`src/rtl/instruction_fetch_unit.sv`:
```
// Single-issue instruction fetch: one outstanding ROM request, one word presented to decode at a time.
// Optional IFU_PERF_COUNT_EN adds FetchCount/FlushCount performance counters.
module instruction_fetch_unit #(
    parameter logic [31:0] RESET_PC = 32'h0000_0000,
    parameter bit          ALIGN_JR = 1'b1
) (
    input  logic        Clk,
    input  logic        Reset,
    output logic        ImemReq,
    output logic [31:0] ImemAddr,
    input  logic        ImemRValid,
    input  logic [31:0] ImemRData,
    output logic [31:0] Instruction,
    output logic [31:0] IfPC,
    output logic [31:0] LinkAddr,
    output logic        IfValid,
    input  logic        IdReady,
    input  logic        Branch,
    input  logic        BranchTaken,
    input  logic        Jump,
    input  logic        Jr,
    input  logic        Jal,
    input  logic [31:0] JrTarget,
    input  logic        Flush,
    input  logic [31:0] FlushPC
`ifdef IFU_PERF_COUNT_EN
    ,
    output logic [31:0] FetchCount,
    output logic [31:0] FlushCount
`endif
);

    typedef enum logic [1:0] {IDLE, ISSUE, WAIT, HOLD} state_t;

    state_t      state, state_n;
    logic [31:0] pc, pc_n;
    logic [31:0] instr, instr_n;
    logic [31:0] ifpc, ifpc_n;
    logic [31:0] addr_q, addr_q_n;
    logic        ifvalid, ifvalid_n;
    logic        pending, pending_n;
    logic        drop, drop_n;
    logic        accept;
    logic        redirect;
    logic [31:0] target;
    logic [31:0] jr_pc;

    assign ImemAddr    = pc;
    assign Instruction = instr;
    assign IfPC        = ifpc;
    assign IfValid     = ifvalid;
    assign LinkAddr    = ifpc + 32'd4;

    assign jr_pc = ALIGN_JR ? {JrTarget[31:2], 2'b00} : JrTarget;

    // pc already holds IfPC+4 while in HOLD, so "no redirect" keeps it as is
    always_comb begin
        target   = pc;
        redirect = 1'b1;
        if (Jr)
            target = jr_pc;
        else if (Jump || Jal)
            target = {LinkAddr[31:28], instr[25:0], 2'b00};
        else if (Branch && BranchTaken)
            target = LinkAddr + {{14{instr[15]}}, instr[15:0], 2'b00};
        else
            redirect = 1'b0;
    end

    always_comb begin
        state_n   = state;
        pc_n      = pc;
        instr_n   = instr;
        ifpc_n    = ifpc;
        addr_q_n  = addr_q;
        ifvalid_n = ifvalid;
        pending_n = pending;
        drop_n    = drop;
        ImemReq   = 1'b0;
        accept    = 1'b0;
        if (Flush) begin
            pc_n      = FlushPC;
            ifvalid_n = 1'b0;
            pending_n = 1'b0;
            state_n   = ISSUE;
            // A response landing this cycle is simply not captured; only a
            // still-outstanding one has to be remembered and discarded later.
            drop_n    = (state == WAIT) && !ImemRValid;
        end else begin
            case (state)
                IDLE: state_n = ISSUE;
                ISSUE: begin
                    ImemReq   = 1'b1;
                    addr_q_n  = pc;
                    pc_n      = pc + 32'd4;
                    pending_n = 1'b1;
                    state_n   = WAIT;
                end
                WAIT: begin
                    if (ImemRValid) begin
                        pending_n = 1'b0;
                        if (drop) begin
                            drop_n  = 1'b0;
                            state_n = ISSUE;
                        end else begin
                            instr_n   = ImemRData;
                            ifpc_n    = addr_q;
                            ifvalid_n = 1'b1;
                            state_n   = HOLD;
                        end
                    end
                end
                HOLD: begin
                    if (IdReady) begin
                        accept    = 1'b1;
                        ifvalid_n = 1'b0;
                        pc_n      = target;
                        state_n   = ISSUE;
                    end
                end
                default: state_n = IDLE;
            endcase
        end
    end

    always_ff @(posedge Clk or negedge Reset) begin
        if (!Reset) begin
            state   <= IDLE;
            pc      <= RESET_PC;
            instr   <= 32'd0;
            ifpc    <= 32'd0;
            addr_q  <= 32'd0;
            ifvalid <= 1'b0;
            pending <= 1'b0;
            drop    <= 1'b0;
        end else begin
            state   <= state_n;
            pc      <= pc_n;
            instr   <= instr_n;
            ifpc    <= ifpc_n;
            addr_q  <= addr_q_n;
            ifvalid <= ifvalid_n;
            pending <= pending_n;
            drop    <= drop_n;
        end
    end

`ifdef IFU_PERF_COUNT_EN
    always_ff @(posedge Clk or negedge Reset) begin
        if (!Reset) begin
            FetchCount <= 32'd0;
            FlushCount <= 32'd0;
        end else begin
            if (accept)
                FetchCount <= FetchCount + 32'd1;
            if (Flush || (accept && redirect))
                FlushCount <= FlushCount + 32'd1;
        end
    end
`endif

endmodule

```
`config.mk`:
```
export PLATFORM = sky130hd
export DESIGN_NAME = instruction_fetch_unit
export DESIGN_NICKNAME = d
export VERILOG_FILES = /design/src/rtl/instruction_fetch_unit.sv
export SDC_FILE = /design/constraint.sdc
export NUM_CORES = 1
export LEC_CHECK = 0
export CAP_MARGIN = 20
export CORE_ASPECT_RATIO = 1.25
export CORE_MARGIN = 8
export CORE_UTILIZATION = 50
export DETAILED_ROUTE_END_ITERATION = 16
export PLACE_DENSITY = 0.9
export SYNTH_ARGS = -nofsm -noshare
export SYNTH_HDL_FRONTEND = slang
export SYNTH_SLANG_ARGS = --single-unit
```
`constraint.sdc`:
```
create_clock -name Clk -period 3.8 [get_ports Clk]
set_clock_uncertainty 0.1 [all_clocks]
set_input_delay 0.76 -clock Clk [delete_from_list [all_inputs] [get_ports Clk]]
set_output_delay 0.76 -clock Clk [all_outputs]
set_load 0.01 [all_outputs]
```
# Word level (Yosys, flattened, before mapping)
# Index checks and enable logic that the tools add are counted.
[word_totals] register_bits=132 latchBits=0 ramBits=0 n_memories=0 input_bits=106 rom_bits=0
[op_classes] shift=0 eq_ne=7 bitwise_logic=2 muxes=21 n_mul=0 n_div=0 reduce_logical=15 order_cmp=0 addsub=3
[op_table] operator="two-way mux 32 bit" n=5
[op_table] operator="adder 32 x 3 -> 32 bit, second input constant" n=2
[op_table] operator="case mux 32 bit (2 select lines)" n=1
[op_table] operator="adder 32 bit" n=1
[op_table] operator="two-way mux 1 bit" n=9
[op_table] operator="inequality test 3 bit, second input constant" n=3
[op_table] operator="two-way mux 2 bit" n=4
[op_table] operator="case mux 2 bit (4 select lines)" n=1
[op_table] operator="AND reduction 4 bit" n=2
[op_table] operator="AND reduction 2 bit" n=3
[op_table] operator="nonzero test 3 bit" n=2
[op_table] operator="inequality test 5 bit, second input constant" n=1
[op_table] operator="== test 2 bit, second input constant" n=2
[op_table] operator="nonzero test 2 bit" n=2
[op_table] operator="AND reduction 3 bit" n=1
[op_table] operator="== test 2 x 1 -> 1 bit, second input constant" n=1
[op_table] operator="logical AND 1 bit" n=2
[op_table] operator="logical NOT 2 bit" n=1
[op_table] operator="NOT 1 bit" n=2
[op_table] operator="case mux 1 bit (2 select lines)" n=1
[op_table] operator="logical NOT 1 bit" n=1
[op_table] operator="logical OR 1 bit" n=1

# Logic depth before layout (Yosys ltp)
# Gate-level depths: netlist of run 1.
[depth] ltp_word=8 ltp_mapped=15 ltp_nobuf=15

# Worst setup path before layout of run 1
# Ideal clock, no wire load.
[synth_path] path_kind="register to register" from="reg ifpc[2] (netlist: IfPC[2])" to="reg pc[23] (netlist: ImemAddr[23])" stages_incl_launch_ff=14 synth_period_minus_slack_ns=3.737 path_slack_ns=0.063 arrival_ns=3.508 path_buffers=0 cell_sequence="dfrtp_1 ha_1 inv_1 nor3_1 nand2_1 xnor2_1 ha_1 a21o_1 o31a_1 o31a_1 o21a_1 or4_1 a31oi_1 o31ai_1"
[synth_via] elab_chain_cells=8
[synth_rtl] element="from (decl)" line_no="38" rtl="logic [31:0] ifpc, ifpc_n;"
[synth_rtl] element="from (signal assigned)" line_no="140" rtl="ifpc <= ifpc_n;"
[synth_rtl] element="adder 32 x 3 -> 32 bit" line_no="52" rtl="assign LinkAddr = ifpc + 32'd4;"
[synth_rtl] element="net LinkAddr[12]" line_no="15" rtl="output logic [31:0] LinkAddr,"
[synth_rtl] element="adder 32 bit" line_no="65" rtl="target = LinkAddr + {{14{instr[15]}}, instr[15:0], 2'b00};"
[synth_rtl] element="two-way mux 32 bit" line_no="64" rtl="else if (Branch && BranchTaken)"
[synth_rtl] element="two-way mux 32 bit" line_no="62" rtl="else if (Jump || Jal)"
[synth_rtl] element="two-way mux 32 bit" line_no="60" rtl="if (Jr)"
[synth_rtl] element="two-way mux 32 bit" line_no="114" rtl="if (IdReady) begin"
[synth_rtl] element="case mux 32 bit (2 select lines)" line_no="90" rtl="case (state)"
[synth_rtl] element="two-way mux 32 bit" line_no="81" rtl="if (Flush) begin"
[synth_rtl] element="to (signal assigned)" line_no="138" rtl="pc <= pc_n;"
[synth_rtl] element="to (decl)" line_no="36" rtl="logic [31:0] pc, pc_n;"
# The timed path passes the listed nets, and every way through them passes these cells. The select of a mux whose other input is x is not followed.
# A chain may end at the register's enable or synchronous reset.

# Worst setup path after layout of run 1
[layout_path] from="reg ifpc[5] (netlist: IfPC[5])" to="reg pc[23] (netlist: ImemAddr[23])"
[layout_via] elab_chain_cells=8
[layout_rtl] element="adder 32 x 3 -> 32 bit" line_no="52"
[layout_rtl] element="adder 32 bit" line_no="65"
[layout_rtl] element="two-way mux 32 bit" line_no="64"
[layout_rtl] element="two-way mux 32 bit" line_no="62"
[layout_rtl] element="two-way mux 32 bit" line_no="60"
[layout_rtl] element="two-way mux 32 bit" line_no="114"
[layout_rtl] element="case mux 32 bit (2 select lines)" line_no="90"
[layout_rtl] element="two-way mux 32 bit" line_no="81"
# Every way passes these cells. The select of a mux whose other input is x is not followed.

==> results of run 1 <==
stage by stage:
| stage | power, mW | setup slack, ns | hold WS, ns |
|---|---|---|---|
| floorplan | 5.66 | 0.0629 | 0.344 |
| global placement | 8.24 | 0.0422 | 0.353 |
| detailed placement | 8.46 | -0.134 | 0.376 |
| CTS | 10.1 | 0.00254 | 0.239 |
| global route | 10.9 | -0.126 | 0.260 |
| finish | 10.4 | 0.0740 | 0.188 |
registers in the layout, summed over array words and instances (netlist names):
name	flops
IfValid	1
Instruction	32
addr_q	32
IfPC	32
state	2
drop	1
ImemAddr	32
logic make-up (layout without fill, tap and decap cells):
group / count (synthesis) / after routing / share of synthesized area
and+or+nand+nor: 271 / 271 / 0.154
AOI/OAI and AO/OA: 239 / 239 / 0.183
DFF: 132 / 132 / 0.378
muxes: 108 / 108 / 0.137
xor gates and xnor gates: 63 / 63 / 0.0631
buffers and inverters: 63 / 357 / 0.0289
adders and majority gates: 39 / 39 / 0.0567
layout make-up:
| type | count | area share |
|---|---|---|
| clock buffer | 19 | 0.0346 |
| timing repair buffer | 308 | 0.233 |
| inverter | 17 | 0.00509 |
| sequential | 132 | 0.264 |
| tap | 224 | 0.0224 |
| multi-input combinational | 720 | 0.433 |
| clock inverter | 13 | 0.00809 |
what timing repair did:
item	CTS	global route
setup endpoints to repair	7	18
resized for setup	7	37
setup buffers	1	7
pin swaps	2	13
power by group:
group          switching (mW)  leakage (nW)  internal [mW]
clock network           0.714         0.251          0.840
logic                    2.90          3.48           3.06
registers               0.809          1.64           2.05
total                    4.42          5.37           5.95
worst min-delay path by stage:
stage | from | cells past startpoint | slack (ns) | end
after floorplan | addr_q[24] | 2 | 0.34 | IfPC[24]
after global placement | addr_q[2] | 2 | 0.35 | IfPC[2]
after detailed placement | addr_q[24] | 2 | 0.38 | IfPC[24]
after CTS | Reset | 1 | 0.24 | Instruction[3]
after global routing | Reset | 1 | 0.26 | addr_q[6]
final | Reset | 1 | 0.19 | addr_q[6]
cells in the mapped netlist (17+ instances only):
cell                       number
sky130_fd_sc_hd__dfrtp_1      132
sky130_fd_sc_hd__mux2_2        93
sky130_fd_sc_hd__nand2_1       87
sky130_fd_sc_hd__o21ai_0       64
sky130_fd_sc_hd__a21oi_1       56
sky130_fd_sc_hd__nor2_1        54
sky130_fd_sc_hd__xnor2_1       44
sky130_fd_sc_hd__ha_1          38
sky130_fd_sc_hd__clkbuf_1      35
sky130_fd_sc_hd__nand4_1       27
sky130_fd_sc_hd__nand3_1       26
sky130_fd_sc_hd__xor2_1        19
sky130_fd_sc_hd__inv_1         17
per-layer routing:
layer  part of all wire  GRT usage  vias to the layer above
met2               0.50      0.521                      576
met3              0.089     0.0826                      124
met4              0.048      0.164                        0
met5                  0          0                        -
met1               0.36      0.328                     4405
li1                   -          -                     3978
==> impl_metrics.csv, run 1 <==
group,metric,value,unit
sta,period_share,0.981,
critical_path,timing.critical_path.mode_cell,"sky130_fd_sc_hd__buf_4",
critical_path,path_delay_family,"simple AND/OR/NAND/NOR gates",
final_layout,design.final.nets,1341,
global_routing,grt_antenna_before_repair,0,
placement,place_area,11700,um^2
final_layout,layout_common_cells,"sky130_fd_sc_hd__clkdlybuf4s50_1, sky130_fd_sc_hd__dfrtp_1, sky130_fd_sc_hd__mux2_2",
critical_path,setup.worst_path.start_class,"register",
routing,remaining_antenna_violation_count,0,
logic_synthesis,syn-num-nets,1060,
final_layout,final_common_cell,"sky130_fd_sc_hd__clkdlybuf4s50_1",
die,die-area,22000,um^2
placement,placement.io_buffers,233,
cts,clkSlewWorstSetupHoldPaths,0.06,ns
critical_path,critPathRequiredTime,4.01,ns
min_path,kind_of_path_behind_the_tightest_hold_check,"in2async",
die,core,17300,um^2
die,design.portCount,236,
sta,totalNegativeSetupSlack,0,ns
sta,worst_slew_margin_rel,0.527,
critical_path,slowest_cell_on_crit_path,"sky130_fd_sc_hd__or4_1",
die,start_util,0.506,
logic_synthesis,synth_top_area_frac,0.378,
global_routing,number_of_global_route_vias_before_repair,9356,
final_layout,final.fill_count,1234,
critical_path,worst-path-stages,15,
routing,route.detailed.drc,0,
sta,finalHoldViolations,0,
cts,number_of_buffers_created_by_cts,17,
logic_synthesis,yosysWarnings,0,
logic_synthesis,synth-edff-count,0,
cts,cts_sinks,132,
routing,route.vias.total,9083,
global_routing,grt_first_pass_wirelength,51400,um
critical_path,worst-r2r-setup-slack,0.07,ns
power,max-vdd-ir-drop,0.465,mV
placement,placed_cell_count,1393,
logic_synthesis,synth_top_cell_by_area,"sky130_fd_sc_hd__dfrtp_1",
critical_path,setup.worst_path.class,"reg2reg",
run,maxCapViolCount,0,
critical_path,critPathMaxStageDelay,0.43,ns
logic_synthesis,postSynth.topFlopCell,"sky130_fd_sc_hd__dfrtp_1",
critical_path,timing.critical_path.from,"IfPC[5]",
final_layout,final_util,0.724,
cts,clock_path_buffers,2,
sta,setup-violations-final,0,
logic_synthesis,netlist_area,8750,um^2
final_layout,final_cells,1433,
logic_synthesis,post_synth_main_area_contributors,"sky130_fd_sc_hd__dfrtp_1, sky130_fd_sc_hd__mux2_2, sky130_fd_sc_hd__ha_1",
placement,place_congestion,0.932,
placement,place.detailed.hpwl,24700,um
global_routing,tot_gr_track_use,0.301,
logic_synthesis,synth.lib_cells_used.distinct,74,
cts,root_buffer,"sky130_fd_sc_hd__clkbuf_16",
die,row_count,54,
logic_synthesis,number_of_cells_produced_by_synthesis,915,
die,dieHeight,164,um
routing,dr.first_iter.drc_count,967,
sta,tightestPinTransition,0.709,ns
routing,via_per_inst,6.34,
global_routing,pin_count_of_the_biggest_net_entering_global_routing,70,
critical_path,critPathArrivalTime,3.94,ns
final_layout,layout-area-overhead-vs-synth,43.2,%
final_layout,fin_area,12500,um^2
sta,min_period,3.73,ns
critical_path,r2r_end,"ImemAddr[23]",
sta,clock.fmax,268,MHz
cts,insertion_delay,0.44,ns
cts,cts_htree_levels,4,
run_status,status,"finished clean",
power,power_density,828,nW/um^2
cts,clock_tree_from_tritoncts,"yes",
logic_synthesis,ys_ff_latch,132,
final_layout,antenna_cells,0,
critical_path,crit_path_cell_chain,"buf_4 > and4_1 > nand2_2 > nor3_2 > xor2_1 > ha_1 > nand4_1 > or3_4 > a211oi_4 > buf_4 > o31a_1 > o21a_1 > or4_1 > a31oi_2 > o31ai_2",
routing,finalWirelength,34200,um
global_routing,globalRouteOverflowTotal,0,
critical_path,worstReg2RegStart,"IfPC[5]",
logic_synthesis,synth-async-reset-ratio,1.00,
final_layout,multi_input_area,5420,um^2
critical_path,setup.worst_path.end,"ImemAddr[23]",
die,die-width,134,um
routing,dr.pass1.iters,5,
logic_synthesis,synth_sequential_area_ratio,0.378,
final_layout,layout.area.seq,3300,um^2
critical_path,worstPathMaxFanout,5,
final_layout,post_route_cells_drive_above_1_share,0.207,
cts,holdBufCountCts,0,
routing,route.detailed.wl_per_inst,23.9,um
sta,final-max-slew-violation-count,0,
power,leakage,5.37,nW
critical_path,setup.worst_path.end_class,"register",
logic_synthesis,syn-mean-instance-area,9.56,um^2
critical_path,worst-path-buf-inv,2,
critical_path,rr_worst_depth,15,
Note: power is estimated with default switching activity, not from simulation.
==> inputs of run 2 (changes only) <==
SKIP_LAST_GASP = 1   (was not set)
==> results of run 2 <==
Same layout as run 1: the final DEF is identical, and so are final timing and power.
